===== src/rtl/cache_request_sequencer.sv =====
// cache_request_sequencer
// Front-end sequencer for the L2 cache data-structure block. Accepts one trace
// command (opcode + address) per valid/ready handshake, splits the address into
// tag/index, issues a single lookup to storage, waits for completion (bounded
// by timeoutCycles) and keeps read/write/hit/miss statistics. Opcodes 8 (clear)
// and 9 (print) are handled locally.
//
// Optional feature macro: CACHE_STATS_EN
//   defined   : four saturating statistics counters are built.
//   undefined : readCount/writeCount/hitCount/missCount are tied to 0,
//               opcode 8 is a no-op, opcode 9 still pulses statsValid.
//
// Ports:
//   clock, reset            : clock, synchronous active-high reset
//   cmdValid/cmdReady       : command handshake
//   cmdCode, cmdAddress     : trace opcode and address
//   lookupValid             : one-cycle lookup request to storage
//   index, addressTag       : set index and tag of the current request
//   read, snoop             : lookup kind (read vs RFO, snoop origin)
//   lookupDone, lookupHit   : storage completion and hit result
//   statsValid              : one-cycle pulse on print command
//   read/write/hit/missCount: statistics counters
//   cmdError                : one-cycle pulse on illegal opcode or timeout
module cache_request_sequencer #(
  parameter int unsigned addressBits   = 32,
  parameter int unsigned indexBits     = 14,
  parameter int unsigned tagBits       = 12,
  parameter int unsigned offsetBits    = 6,
  parameter int unsigned statsWidth    = 32,
  parameter int unsigned timeoutCycles = 255
) (
  input  logic                   clock,
  input  logic                   reset,
  input  logic                   cmdValid,
  output logic                   cmdReady,
  input  logic [3:0]             cmdCode,
  input  logic [addressBits-1:0] cmdAddress,
  output logic                   lookupValid,
  output logic [indexBits-1:0]   index,
  output logic [tagBits-1:0]     addressTag,
  output logic                   read,
  output logic                   snoop,
  input  logic                   lookupDone,
  input  logic                   lookupHit,
  output logic                   statsValid,
  output logic [statsWidth-1:0]  readCount,
  output logic [statsWidth-1:0]  writeCount,
  output logic [statsWidth-1:0]  hitCount,
  output logic [statsWidth-1:0]  missCount,
  output logic                   cmdError
);

  // Wait counter only needs to reach timeoutCycles-1.
  localparam int unsigned WaitW = (timeoutCycles > 2) ? $clog2(timeoutCycles) : 1;

  typedef enum logic [1:0] {
    IDLE  = 2'd0,
    ISSUE = 2'd1,
    WAIT  = 2'd2
  } state_e;

  state_e                 state_q, state_d;
  logic [WaitW-1:0]       wait_q, wait_d;
  logic                   ready_q, ready_d;
  logic                   lookup_valid_q, lookup_valid_d;
  logic [indexBits-1:0]   index_q, index_d;
  logic [tagBits-1:0]     tag_q, tag_d;
  logic                   read_q, read_d;
  logic                   snoop_q, snoop_d;
  logic                   stats_valid_q, stats_valid_d;
  logic                   error_q, error_d;
  logic                   complete_c;
  logic                   clear_c;

  // Byte offset within the line never reaches storage.
  logic unused_offset;
  assign unused_offset = ^cmdAddress[offsetBits-1:0];

  // State and registered outputs.
  always_ff @(posedge clock) begin
    if (reset) begin
      state_q        <= IDLE;
      wait_q         <= '0;
      ready_q        <= 1'b1;
      lookup_valid_q <= 1'b0;
      index_q        <= '0;
      tag_q          <= '0;
      read_q         <= 1'b0;
      snoop_q        <= 1'b0;
      stats_valid_q  <= 1'b0;
      error_q        <= 1'b0;
    end else begin
      state_q        <= state_d;
      wait_q         <= wait_d;
      ready_q        <= ready_d;
      lookup_valid_q <= lookup_valid_d;
      index_q        <= index_d;
      tag_q          <= tag_d;
      read_q         <= read_d;
      snoop_q        <= snoop_d;
      stats_valid_q  <= stats_valid_d;
      error_q        <= error_d;
    end
  end

  // Next-state and output decode.
  always_comb begin
    state_d        = state_q;
    wait_d         = wait_q;
    ready_d        = ready_q;
    lookup_valid_d = 1'b0;
    index_d        = index_q;
    tag_d          = tag_q;
    read_d         = read_q;
    snoop_d        = snoop_q;
    stats_valid_d  = 1'b0;
    error_d        = 1'b0;
    complete_c     = 1'b0;
    clear_c        = 1'b0;

    case (state_q)
      IDLE: begin
        ready_d = 1'b1;
        wait_d  = '0;
        if (cmdValid && ready_q) begin
          case (cmdCode)
            4'd0, 4'd1, 4'd2, 4'd3, 4'd4: begin
              index_d        = cmdAddress[offsetBits+indexBits-1 -: indexBits];
              tag_d          = cmdAddress[addressBits-1 -: tagBits];
              read_d         = (cmdCode != 4'd1);
              snoop_d        = (cmdCode == 4'd3) || (cmdCode == 4'd4);
              lookup_valid_d = 1'b1;
              ready_d        = 1'b0;
              state_d        = ISSUE;
            end
            4'd8:    clear_c       = 1'b1;
            4'd9:    stats_valid_d = 1'b1;
            default: error_d       = 1'b1;
          endcase
        end
      end

      ISSUE: begin
        wait_d = '0;
        if (lookupDone) begin
          complete_c = 1'b1;
          ready_d    = 1'b1;
          state_d    = IDLE;
        end else begin
          state_d = WAIT;
        end
      end

      WAIT: begin
        if (lookupDone) begin
          complete_c = 1'b1;
          ready_d    = 1'b1;
          state_d    = IDLE;
        end else if (wait_q == WaitW'(timeoutCycles - 1)) begin
          // Last permitted wait cycle elapsed without completion.
          error_d = 1'b1;
          ready_d = 1'b1;
          state_d = IDLE;
        end else begin
          wait_d = wait_q + WaitW'(1);
        end
      end

      default: begin
        ready_d = 1'b1;
        state_d = IDLE;
      end
    endcase
  end

  assign cmdReady    = ready_q;
  assign lookupValid = lookup_valid_q;
  assign index       = index_q;
  assign addressTag  = tag_q;
  assign read        = read_q;
  assign snoop       = snoop_q;
  assign statsValid  = stats_valid_q;
  assign cmdError    = error_q;

`ifdef CACHE_STATS_EN
  logic [statsWidth-1:0] read_cnt_q, write_cnt_q, hit_cnt_q, miss_cnt_q;
  logic                  count_c;

  // Saturating increment: all-ones is sticky.
  function automatic logic [statsWidth-1:0] sat_inc(input logic [statsWidth-1:0] v);
    return (&v) ? v : v + statsWidth'(1);
  endfunction

  assign count_c = complete_c && !snoop_q;

  // Statistics counters; snoop lookups are not counted.
  always_ff @(posedge clock) begin
    if (reset || clear_c) begin
      read_cnt_q  <= '0;
      write_cnt_q <= '0;
      hit_cnt_q   <= '0;
      miss_cnt_q  <= '0;
    end else if (count_c) begin
      if (read_q) read_cnt_q  <= sat_inc(read_cnt_q);
      else        write_cnt_q <= sat_inc(write_cnt_q);
      if (lookupHit) hit_cnt_q  <= sat_inc(hit_cnt_q);
      else           miss_cnt_q <= sat_inc(miss_cnt_q);
    end
  end

  assign readCount  = read_cnt_q;
  assign writeCount = write_cnt_q;
  assign hitCount   = hit_cnt_q;
  assign missCount  = miss_cnt_q;
`else
  logic unused_stats;
  assign unused_stats = ^{lookupHit, complete_c, clear_c};

  assign readCount  = '0;
  assign writeCount = '0;
  assign hitCount   = '0;
  assign missCount  = '0;
`endif

endmodule


===== config.mk =====
export PLATFORM = sky130hd
export DESIGN_NAME = cache_request_sequencer
export DESIGN_NICKNAME = d
export VERILOG_FILES = /design/src/rtl/cache_request_sequencer.sv
export SDC_FILE = /design/constraint.sdc
export NUM_CORES = 1
export LEC_CHECK = 0
export BUFFER_PORTS_ARGS = -buffer_cell sky130_fd_sc_hd__buf_2
export CELL_PAD_IN_SITES_DETAIL_PLACEMENT = 0
export CELL_PAD_IN_SITES_GLOBAL_PLACEMENT = 1
export CORE_MARGIN = 2
export CORE_UTILIZATION = 24
export CTS_CLUSTER_DIAMETER = 50
export DETAILED_ROUTE_END_ITERATION = 8
export HOLD_SLACK_MARGIN = 0.15
export PLACE_DENSITY_LB_ADDON = 0.1
export SYNTH_ARGS = -nofsm -noshare
export SYNTH_HDL_FRONTEND = slang
export SYNTH_SLANG_ARGS = --single-unit

===== constraint.sdc =====
create_clock -name clock -period 1.5 [get_ports clock]
set_input_delay 0.375 -clock clock [delete_from_list [all_inputs] [get_ports clock]]
set_output_delay 0.375 -clock clock [all_outputs]
set_load 0.01 [all_outputs]

# --- Yosys cells after proc, flatten, opt, wreduce, memory -nomap -nowiden ---
# Index checks and enable logic that the tools add are counted.
# W data, S select, Z words.
classes:
  n_addsub: 1
  multipliers: 0
  div: 0
  order_cmp: 0
  eq_ne: 16
  n_shift: 0
  n_mux: 22
  bitwise: 2
  reduce_logical: 13
ops:
  columns: ["operator", "count"]
  rows:
  - ["$mux W8", 2]
  - ["$pmux W8 S2", 1]
  - ["$mux W1", 11]
  - ["$mux W2", 5]
  - ["$reduce_and A3 Y1", 3]
  - ["$add A8 B1 Y8 const B", 1]
  - ["$eq A4 B2 Y1 const B", 2]
  - ["$eq A4 B4 Y1 const B", 2]
  - ["$eq A8 B8 Y1 const B", 1]
  - ["$ne A2 B2 Y1 const B", 4]
  - ["$reduce_or A7 Y1", 1]
  - ["$pmux W2 S3", 1]
  - ["$reduce_or A5 Y1", 1]
  - ["$eq A4 B1 Y1 const B", 1]
  - ["$eq A4 B3 Y1 const B", 1]
  - ["$logic_not A4 Y1", 1]
  - ["$ne A4 B1 Y1 const B", 1]
  - ["$ne A3 B3 Y1 const B", 1]
  - ["$pmux W1 S3", 1]
  - ["$reduce_or A3 Y1", 1]
  - ["$eq A2 B1 Y1 const B", 1]
  - ["$eq A2 B2 Y1 const B", 1]
  - ["$logic_not A2 Y1", 1]
  - ["$ne A2 B1 Y1 const B", 1]
  - ["7 further kinds", 8]
word_totals:
  register_bits: 42
  latchBits: 0
  ramBits: 0
  mem_bits_ro: 0
  out_inout_bits: 160
  elab_cells: 64
  memories: 0

# --- Logic depth before layout (Yosys ltp) ---
# Gate-level depths: netlist of the first run.
depth:
  word_depth: 5
  depth_mapped: 6

# --- Least setup slack after synthesis of the first run ---
# No wires, ideal clock.
synth_timing:
  kind: "register to register"
  startpoint: "reg wait_q[0]"
  endpoint: "reg error_q, in the netlist cmdError"
  setup_time_ns: 0.079
  arrival_time_ns: 1.439
  required_ns: 1.421
  setup_slack_ns: -0.018
  stages_incl_launch_ff: 7
  synth_period_minus_slack_ns: 1.518
  cell_sequence: "dfxtp_1 -> inv_1 -> ha_1 -> nand3_1 -> or2_0 -> or3b_1 -> a211oi_2"
synth_between:
  elab_chain_cells: 4
synth_rtl:
  columns: ["item", "line", "text"]
  rows:
  - ["start, declared", "63", "logic [WaitW-1:0] wait_q, wait_d;"]
  - ["start signal, assigned", "94", "wait_q <= wait_d;"]
  - ["$eq A8 B8 Y1", "159", "end else if (wait_q == WaitW'(timeoutCycles - 1)) begin"]
  - ["$mux W1", "159", null]
  - ["$mux W1", "155", "if (lookupDone) begin"]
  - ["$pmux W1 S2", "121", "case (state_q)"]
  - ["end signal, assigned", "102", "error_q <= error_d;"]
  - ["end, declared", "71", "logic error_q, error_d;"]
# No other way between the ends.
# A chain may end at the register's enable or synchronous reset.

# --- Worst setup path after layout of the first run ---
# Ends and elaborated chain as after synthesis.

==> impl_metrics.toml, run 1 <==
[outcome]
status = "completed"

[critical_path]
worstPathArrival_ns = 1.68
path_cells = "inv_2 -> ha_4 -> nand3_4 -> or2_1 -> or3b_1 -> a211oi_2"
cpMaxStageDelayCell = "or3b_1"
critPathKind = "flop to flop"
reg2reg_from = "wait_q[0]$_SDFFE_PP0P_"
worst-path-max-fanout = 2
required_ns = 1.72
max_stage_delay_ns = 0.37
reg2reg_slack_ns = 0.04
cp_num_cells = 6
r2r_end = "cmdError$_SDFF_PP0_"
cp_num_buf_inv = 1
worstRegToRegCells = 6
worst_setup_path_end_kind = "flop"
start_kind = "flop"
cp_top_family = "simple AND/OR/NAND/NOR gates"

[die]
die-area_um2 = 11800
fp.dieH_um = 109
design.core.area_um2 = 10700
io_pins = 201
rows = 38
initial_core_util = 0.244
die_w_um = 109

[power_and_ir_drop]
power_uw = 2320
swShare = 0.293
p_clk_frac = 0.326
power.density_nw_per_um2 = 785
p_comb_frac = 0.171
p_switching_uw = 679
vdd_drop_max_uv = 330
intPower_uw = 1640
power.leakage_uw = 0.00146
pwr-share-seq = 0.503

[placed_design]
gp_congestion = 0.701
dpl.hpwl_mm = 4.19
place_ws_ns = -0.0480
portBuffers = 65

[detailed_routing]
drtAntennaViolNets = 0
drt_first_pass_iters = 4
wl_per_cell_um = 9.81
via_count = 1950
viasPerCell = 3.50
drtIter0Drc = 36
wl_mm = 5.46
drc = 0

[sta]
fin_skew_ns = 0.00423
rsz0062_at_grt = "yes"
fin_crit_sh = 0.973
slew_viol_final = 0
period_needed_ns = 1.46
clock.fmax_mhz = 685
setup_violations = 0
setup_slack_ns = 0.0409
setup_tns_ns = 0
hold_viol_final = 0

[synthesis]
ys_types = 34
seq_area_frac_synth = 0.321
yosysMostFrequentCell = "buf_4"
async_flop_share = 0
yosysTopAreaCellShare = 0.378
syn_area_um2 = 2620
synth_ff_type = "dfxtp_1"
synth_warnings = 0
yosysTopAreaCell = "buf_4"
syn_inst = 327
syn_avg_cell_area_um2 = 8.02
synth_edf_count = 0
ys_top_cells_by_count = "buf_4, nand2_1, dfxtp_1, a21oi_1, nor2_1"
synth_area_leaders = "buf_4, dfxtp_1, nand2_1"
synth-seq-cells = 42

[global_route]
grt_pass1_vias = 1658
grt_max_degree = 25
grtUsageTotal = 0.0903
grt_pass1_wl_mm = 8.07
grt_remaining_overflow = 0
antenna_found_initial = 0

[clocking]
clockBufferDepth = 2
worstSkewPairLatency_ns = 0.29
clkTransAtPathRegs_ns = 0.08
root_buffer = "clkbuf_8"
cts.sinks = 42
cts_tree = "yes"
cts-htree-levels = 2
ctsHoldBuffers = 0
cts_inserted_buffers = 5

[hold_path]
hold_path_end = "index[10]$_SDFFE_PP0P_"
min_from = "cmdAddress[16]"
hold_depth = 3
hold_path_class = "primary input to flop"

[job]
maxCapViolations = 0

[final_layout]
nNetsFinal = 459
drive_above_1_share = 0.278
layout-area-overhead-vs-synth_pct = 12.6
num_antenna_cells = 0
nFillCells = 1256
-- power by group through the flow --
stage | Sequential [uW] | Combinational, uW | Clock (uW)
after global placement | 1190 | 395 | 0
after CTS | 1170 | 395 | 819
after floorplan | 1210 | 487 | 0
final | 1170 | 396 | 756
after detailed placement | 1190 | 394 | 0
after global routing | 1170 | 450 | 866
-- kinds of logic (layout without fill, tap and decap cells) --
family,Yosys count,count (layout),share of synthesized area
AOI/OAI and AO/OA,43,43,0.0959
xor gates and xnor gates,4,4,0.0134
adders and majority gates,2,2,0.00955
buffers and inverters,142,105,0.397
DFF,42,42,0.321
other,1,128,0.00143
and+or+nand+nor,93,93,0.162
-- cell type report --
class                      count  area [um^2]  area share
inverter                       3         11.3     0.00381
timing repair buffer          94          568       0.192
multi-input combinational    270         1260       0.428
tap                          140          175      0.0593
sequential                    42          845       0.286
clock buffer                   7         86.3      0.0292
clock inverter                 1         5.00     0.00169
-- layer usage --
layer / share of wire / up-vias / GRT usage
li1: - / 971 / -
met1: 0.39 / 873 / 0.101
met2: 0.51 / 104 / 0.162
met5: 0 / - / 0
met4: 0.0066 / 0 / 0.0385
met3: 0.097 / 2 / 0.0217
-- state kept, by name (all words and copies together), names as in the netlist --
register	flops
cmdError	1
snoop	1
lookupValid	1
statsValid	1
index	14
state_q	2
wait_q	8
read	1
addressTag	12
cmdReady	1
-- stage by stage --
stage,area (um^2),cells,utilization,hold slack [ns]
3_3_place_gp,2790,545,0.259,0.440
5_1_grt,2950,557,0.275,0.306
6_report,2950,557,0.275,0.314
2_1_floorplan,3100,454,-,0.453
3_5_place_dp,2790,545,0.259,0.444
4_1_cts,2920,556,0.272,0.300
-- repair_timing --
item                                    in CTS  in global routing
pin swaps                                    4                  6
buffers inserted                             3                  1
endpoints found under the setup margin       2                 28
resized for setup                            8                  7
-- worst register-to-register path, delay by kind of cell (launching register included) --
family                     cells  cell delay (ns)
buffers and inverters          1             0.06
adders and majority gates      1             0.14
and+or+nand+nor                3             0.66
AOI/OAI and AO/OA              1             0.21
DFF                            1             0.33
-- worst max-delay path by stage --
stage / startpoint / end
CTS: wait_q[0]$_SDFFE_PP0P_ / cmdError$_SDFF_PP0_
global route: wait_q[0]$_SDFFE_PP0P_ / cmdError$_SDFF_PP0_
detailed placement: wait_q[0]$_SDFFE_PP0P_ / wait_q[4]$_SDFFE_PP0P_
global placement: wait_q[0]$_SDFFE_PP0P_ / wait_q[4]$_SDFFE_PP0P_
finish: wait_q[0]$_SDFFE_PP0P_ / cmdError$_SDFF_PP0_
floorplan: wait_q[0]$_SDFFE_PP0P_ / cmdError$_SDFF_PP0_
-- placed cells by master, fill, tap and decap left out, types with 3 or more instances in the layout --
| cell | Yosys | layout |
|---|---|---|
| clkbuf_8 | 1 | 6 |
| dfxtp_1 | 42 | 39 |
| nand2_1 | 55 | 55 |
| nor2_1 | 15 | 15 |
| xor2_1 | 3 | 3 |
| nand3_1 | 7 | 5 |
| conb_1 | 1 | 128 |
| buf_4 | 132 | 27 |
| a21oi_1 | 27 | 27 |
| dfxtp_2 | 0 | 3 |
| a211oi_1 | 5 | 5 |
| buf_2 | 2 | 65 |
Note: power is estimated with default switching activity, not from simulation.
==> inputs of run 2 (changes only) <==
Settings changed: CORE_UTILIZATION 24 to 27, PLACE_DENSITY set to 0.84, PLACE_DENSITY_LB_ADDON 0.1 to unset.
Clock period 1.5 ns to 1.46 ns, I/O delays scaled along.
==> impl_metrics.toml, run 2 (synthesis gave the netlist of run 1 again) <==
[outcome]
status = "completed"

[clocking]
cts_inserted_buffers = 5
ctsHoldBuffers = 0
cts-htree-levels = 2
worstSkewPairLatency_ns = 0.29
root_buffer = "clkbuf_8"
cts_tree = "yes"
clkTransAtPathRegs_ns = 0.08
clockBufferDepth = 2
cts_setup_buffers = 0
cts.sinks = 42

[die]
initial_core_util = 0.281
rows = 35
die_w_um = 103
design.core.area_um2 = 9330
fp.dieH_um = 103
die-area_um2 = 10500
io_pins = 201

[sta]
hold_viol_final = 0
setup_violations = 0
setup_slack_ns = 0.0304
slew_viol_final = 0
clock.fmax_mhz = 699
fin_crit_sh = 0.979
period_needed_ns = 1.43
rsz0062_at_grt = "yes"
fin_skew_ns = 0.00676

[detailed_routing]
wl_mm = 5.06
wl_per_cell_um = 9.40
drtIter0Drc = 72
drtAntennaViolNets = 0
via_count = 1929
drc = 0
viasPerCell = 3.59
drt_first_pass_iters = 4

[global_route]
grt_pass1_vias = 1521
grt_max_degree = 35
grt_remaining_overflow = 0
grt_pass1_wl_mm = 6.69
grtUsageTotal = 0.0813
antenna_found_initial = 0

[placed_design]
dpl.hpwl_mm = 3.92
place_inst = 529
gp_congestion = 0.776
place_ws_ns = -0.106
portBuffers = 65

[hold_path]
hold_path_class = "primary input to flop"
hold_path_end = "index[2]$_SDFFE_PP0P_"
hold_depth = 3
min_from = "cmdAddress[8]"

[final_layout]
largest_reg_flops = 14
num_antenna_cells = 0
multi_input_area_um2 = 1240
nFillCells = 1020
nNetsFinal = 451
layout-area-overhead-vs-synth_pct = 11.5
seqCellArea_um2 = 845
drive_above_1_share = 0.267
layout.cells.non_filler = 538
mostFrequentLayoutCells = "conb_1, buf_2, nand2_1, dfxtp_1, a21oi_1"
layout_commonest_cell = "conb_1"

[critical_path]
max_stage_delay_ns = 0.37
start_kind = "flop"
r2r_end = "cmdError$_SDFF_PP0_"
required_ns = 1.68
worstPathArrival_ns = 1.65
worst-path-max-fanout = 3
worst_setup_path_end_kind = "flop"
critPathKind = "flop to flop"
worstRegToRegCells = 6
reg2reg_slack_ns = 0.03
cpMaxStageDelayCell = "or3b_1"
reg2reg_from = "wait_q[0]$_SDFFE_PP0P_"
path_cells = "inv_2 -> ha_4 -> nand3_2 -> or2_1 -> or3b_1 -> a211oi_2"

[job]
maxCapViolations = 0

[power_and_ir_drop]
power.density_nw_per_um2 = 935
vdd_drop_max_uv = 339
power.leakage_uw = 0.00144
-- run 2: area by class of cell --
type,count,area share
Clock inverter,2,0.0206
Multi-Input combinational cell,270,0.426
Clock buffer,6,0.0283
Timing Repair Buffer,86,0.177
Inverter,3,0.00385
Tap cell,129,0.0552
Sequential cell,42,0.289
-- run 2: power breakdown --
| part | switching (uW) | internal [uW] | leakage [uW] |
|---|---|---|---|
| clock network | 395 | 729 | 0.0000714 |
| logic | 284 | 122 | 0.00103 |
| registers | 18.3 | 1180 | 0.000342 |
-- run 2: metrics by stage --
stage	hold slack [ns]	power, uW	cell area [um^2]	TNS, ns	utilization
CTS	0.292	2750	2880	0	0.309
finish	0.305	2730	2920	0	0.313
detailed placement	0.445	1620	2740	-1.74	0.293
global route	0.302	2860	2920	-0.0502	0.313
global placement	0.441	1610	2740	-1.04	0.293
floorplan	0.443	1750	3120	0	-
-- run 2: per-layer routing --
layer / track usage / wire length (um) / vias to the layer above
met3: 0.0312 / 583 / 6
met4: 0.0215 / 45 / 0
met5: 0 / 0 / -
met2: 0.144 / 2450 / 108
met1: 0.0911 / 1980 / 860
li1: - / - / 955
-- run 2: what timing repair did --
action,in CTS,in global routing
resized for setup,3,5
pin swaps,2,0
setup endpoints to repair,3,10
gates cloned,0,1
endpoints found under the hold margin,0,0
-- run 2: critical path: cells and delay by family, from the launching register on --
family | cells | cell delay, ns
simple gates | 3 | 0.67
fa+ha+maj | 1 | 0.12
compound gates | 1 | 0.17
buf+inv | 1 | 0.06
flops | 1 | 0.34
-- run 2: how the worst max path moves through the flow --
stage | start | endpoint | slack, ns | depth (start not counted)
floorplan | wait_q[0]$_SDFFE_PP0P_ | cmdError$_SDFF_PP0_ | 0.01 | 6
global placement | cmdCode[0] | read$_SDFFE_PP0P_ | -0.08 | 6
detailed placement | cmdCode[0] | addressTag[7]$_SDFFE_PP0P_ | -0.11 | 6
CTS | wait_q[4]$_SDFFE_PP0P_ | cmdError$_SDFF_PP0_ | 0.01 | 4
global route | wait_q[0]$_SDFFE_PP0P_ | cmdError$_SDFF_PP0_ | -0.05 | 6
finish | wait_q[0]$_SDFFE_PP0P_ | cmdError$_SDFF_PP0_ | 0.03 | 6
==> inputs of run 3 (changes only) <==
Settings changed: CORE_UTILIZATION 27 to 29, PLACE_DENSITY 0.84 to 0.89.
Clock period 1.46 ns to 1.8 ns, I/O delays scaled along.
==> impl_metrics.toml, run 3 (synthesis gave the netlist of run 1 again) <==
[sta]
rsz0062_at_grt = "no"
fin_crit_sh = 0.931
clock.fmax_mhz = 597
fin_skew_ns = 0.0112
slew_viol_final = 0
period_needed_ns = 1.68
hold_viol_final = 0
setup_violations = 0
timing.hold.ws_ns = 0.384
setup_tns_ns = 0

[critical_path]
cp_num_cells = 5
required_ns = 2.02
start_kind = "flop"
worst-path-max-fanout = 5
critPathKind = "flop to flop"
cp_num_buf_inv = 0
path_cells = "ha_1 -> nand3_1 -> or2_0 -> or3b_1 -> a211oi_2"
cpMaxStageDelayCell = "dfxtp_1"
worstPathArrival_ns = 1.90
cp_top_family = "simple AND/OR/NAND/NOR gates"
worstRegToRegCells = 5
max_stage_delay_ns = 0.40
worst_setup_path_end_kind = "flop"

[power_and_ir_drop]
power_uw = 2180
vdd_drop_max_uv = 289
power.leakage_uw = 0.00135
power.density_nw_per_um2 = 801

[die]
design.core.area_um2 = 8760
io_pins = 201
die_w_um = 99.1
die-area_um2 = 9810
rows = 34
initial_core_util = 0.299
fp.dieH_um = 99.1

[final_layout]
finish.utilization = 0.311
layout_commonest_cell = "conb_1"
largest_reg_flops = 14
nNetsFinal = 436
num_antenna_cells = 0
mostFrequentLayoutCells = "conb_1, buf_2, nand2_1, dfxtp_1, a21oi_1"
drive_above_1_share = 0.216
layout-area-overhead-vs-synth_pct = 3.91
nFillCells = 952
layout.cells.non_filler = 502

[placed_design]
portBuffers = 65
dpl.hpwl_mm = 3.55
place_inst = 494
gp_congestion = 0.818

[global_route]
grt_max_degree = 35
grt_pass1_vias = 1440
antenna_found_initial = 0
grt_pass1_wl_mm = 6.67
grt_remaining_overflow = 0
grtUsageTotal = 0.0850

[outcome]
status = "completed"

[clocking]
clkTransAtPathRegs_ns = 0.09
cts.sinks = 42
cts-htree-levels = 2
clockBufferDepth = 2
cts_setup_buffers = 0
root_buffer = "clkbuf_8"
cts_tree = "yes"
cts_inserted_buffers = 5
worstSkewPairLatency_ns = 0.29
ctsResizeCount = 0
ctsHoldBuffers = 0

[detailed_routing]
drtIter0Drc = 59
viasPerCell = 3.74
drc = 0
drt_first_pass_iters = 4
wl_mm = 4.65
via_count = 1875
drtAntennaViolNets = 0
wl_per_cell_um = 9.26

[job]
maxCapViolations = 0

[hold_path]
hold_depth = 3
hold_path_class = "primary input to flop"
-- run 3: final timing paths --
| path | slack [ns] | from | to |
|---|---|---|---|
| setup / recovery | 0.12 | wait_q[1]$_SDFFE_PP0P_ | cmdError$_SDFF_PP0_ |
| hold / removal | 0.38 | cmdAddress[15] | index[9]$_SDFFE_PP0P_ |
| setup reg to reg | 0.12 | wait_q[1]$_SDFFE_PP0P_ | cmdError$_SDFF_PP0_ |
| hold reg to reg | 0.45 | addressTag[2]$_SDFFE_PP0P_ | addressTag[2]$_SDFFE_PP0P_ |
-- run 3: layout make-up --
type / count / area [um^2] / share of cell area
clock buffers: 5 / 68.8 / 0.0253
clock inverters: 3 / 68.8 / 0.0253
repair buffers: 71 / 383 / 0.141
flip-flops and latches: 42 / 841 / 0.309
multi-input cells: 270 / 1220 / 0.446
inverters: 3 / 11.3 / 0.00413
well taps: 108 / 135 / 0.0496
-- run 3: worst reg2reg max path, stage by stage (launching register included) --
cell      delay (ns)
dfxtp_1         0.40
ha_1            0.21
nand3_1         0.16
or2_0           0.26
or3b_1          0.37
a211oi_2        0.21
-- run 3: metrics by stage --
stage	cell area [um^2]	setup slack (ns)
after floorplan	3100	0.282
after global placement	2590	0.185
after detailed placement	2590	0.153
after CTS	2720	0.132
after global routing	2720	0.0190
final	2720	0.125
-- run 3: per-layer routing --
metal | wire [um] | track usage
met1 | 1900 | 0.103
met2 | 2180 | 0.138
met3 | 499 | 0.0291
met4 | 65 | 0.0337
met5 | 0 | 0
-- run 3: power breakdown --
part / internal [uW] / switching, uW
clock network: 556 / 344
logic: 84.2 / 224
registers: 959 / 14.2
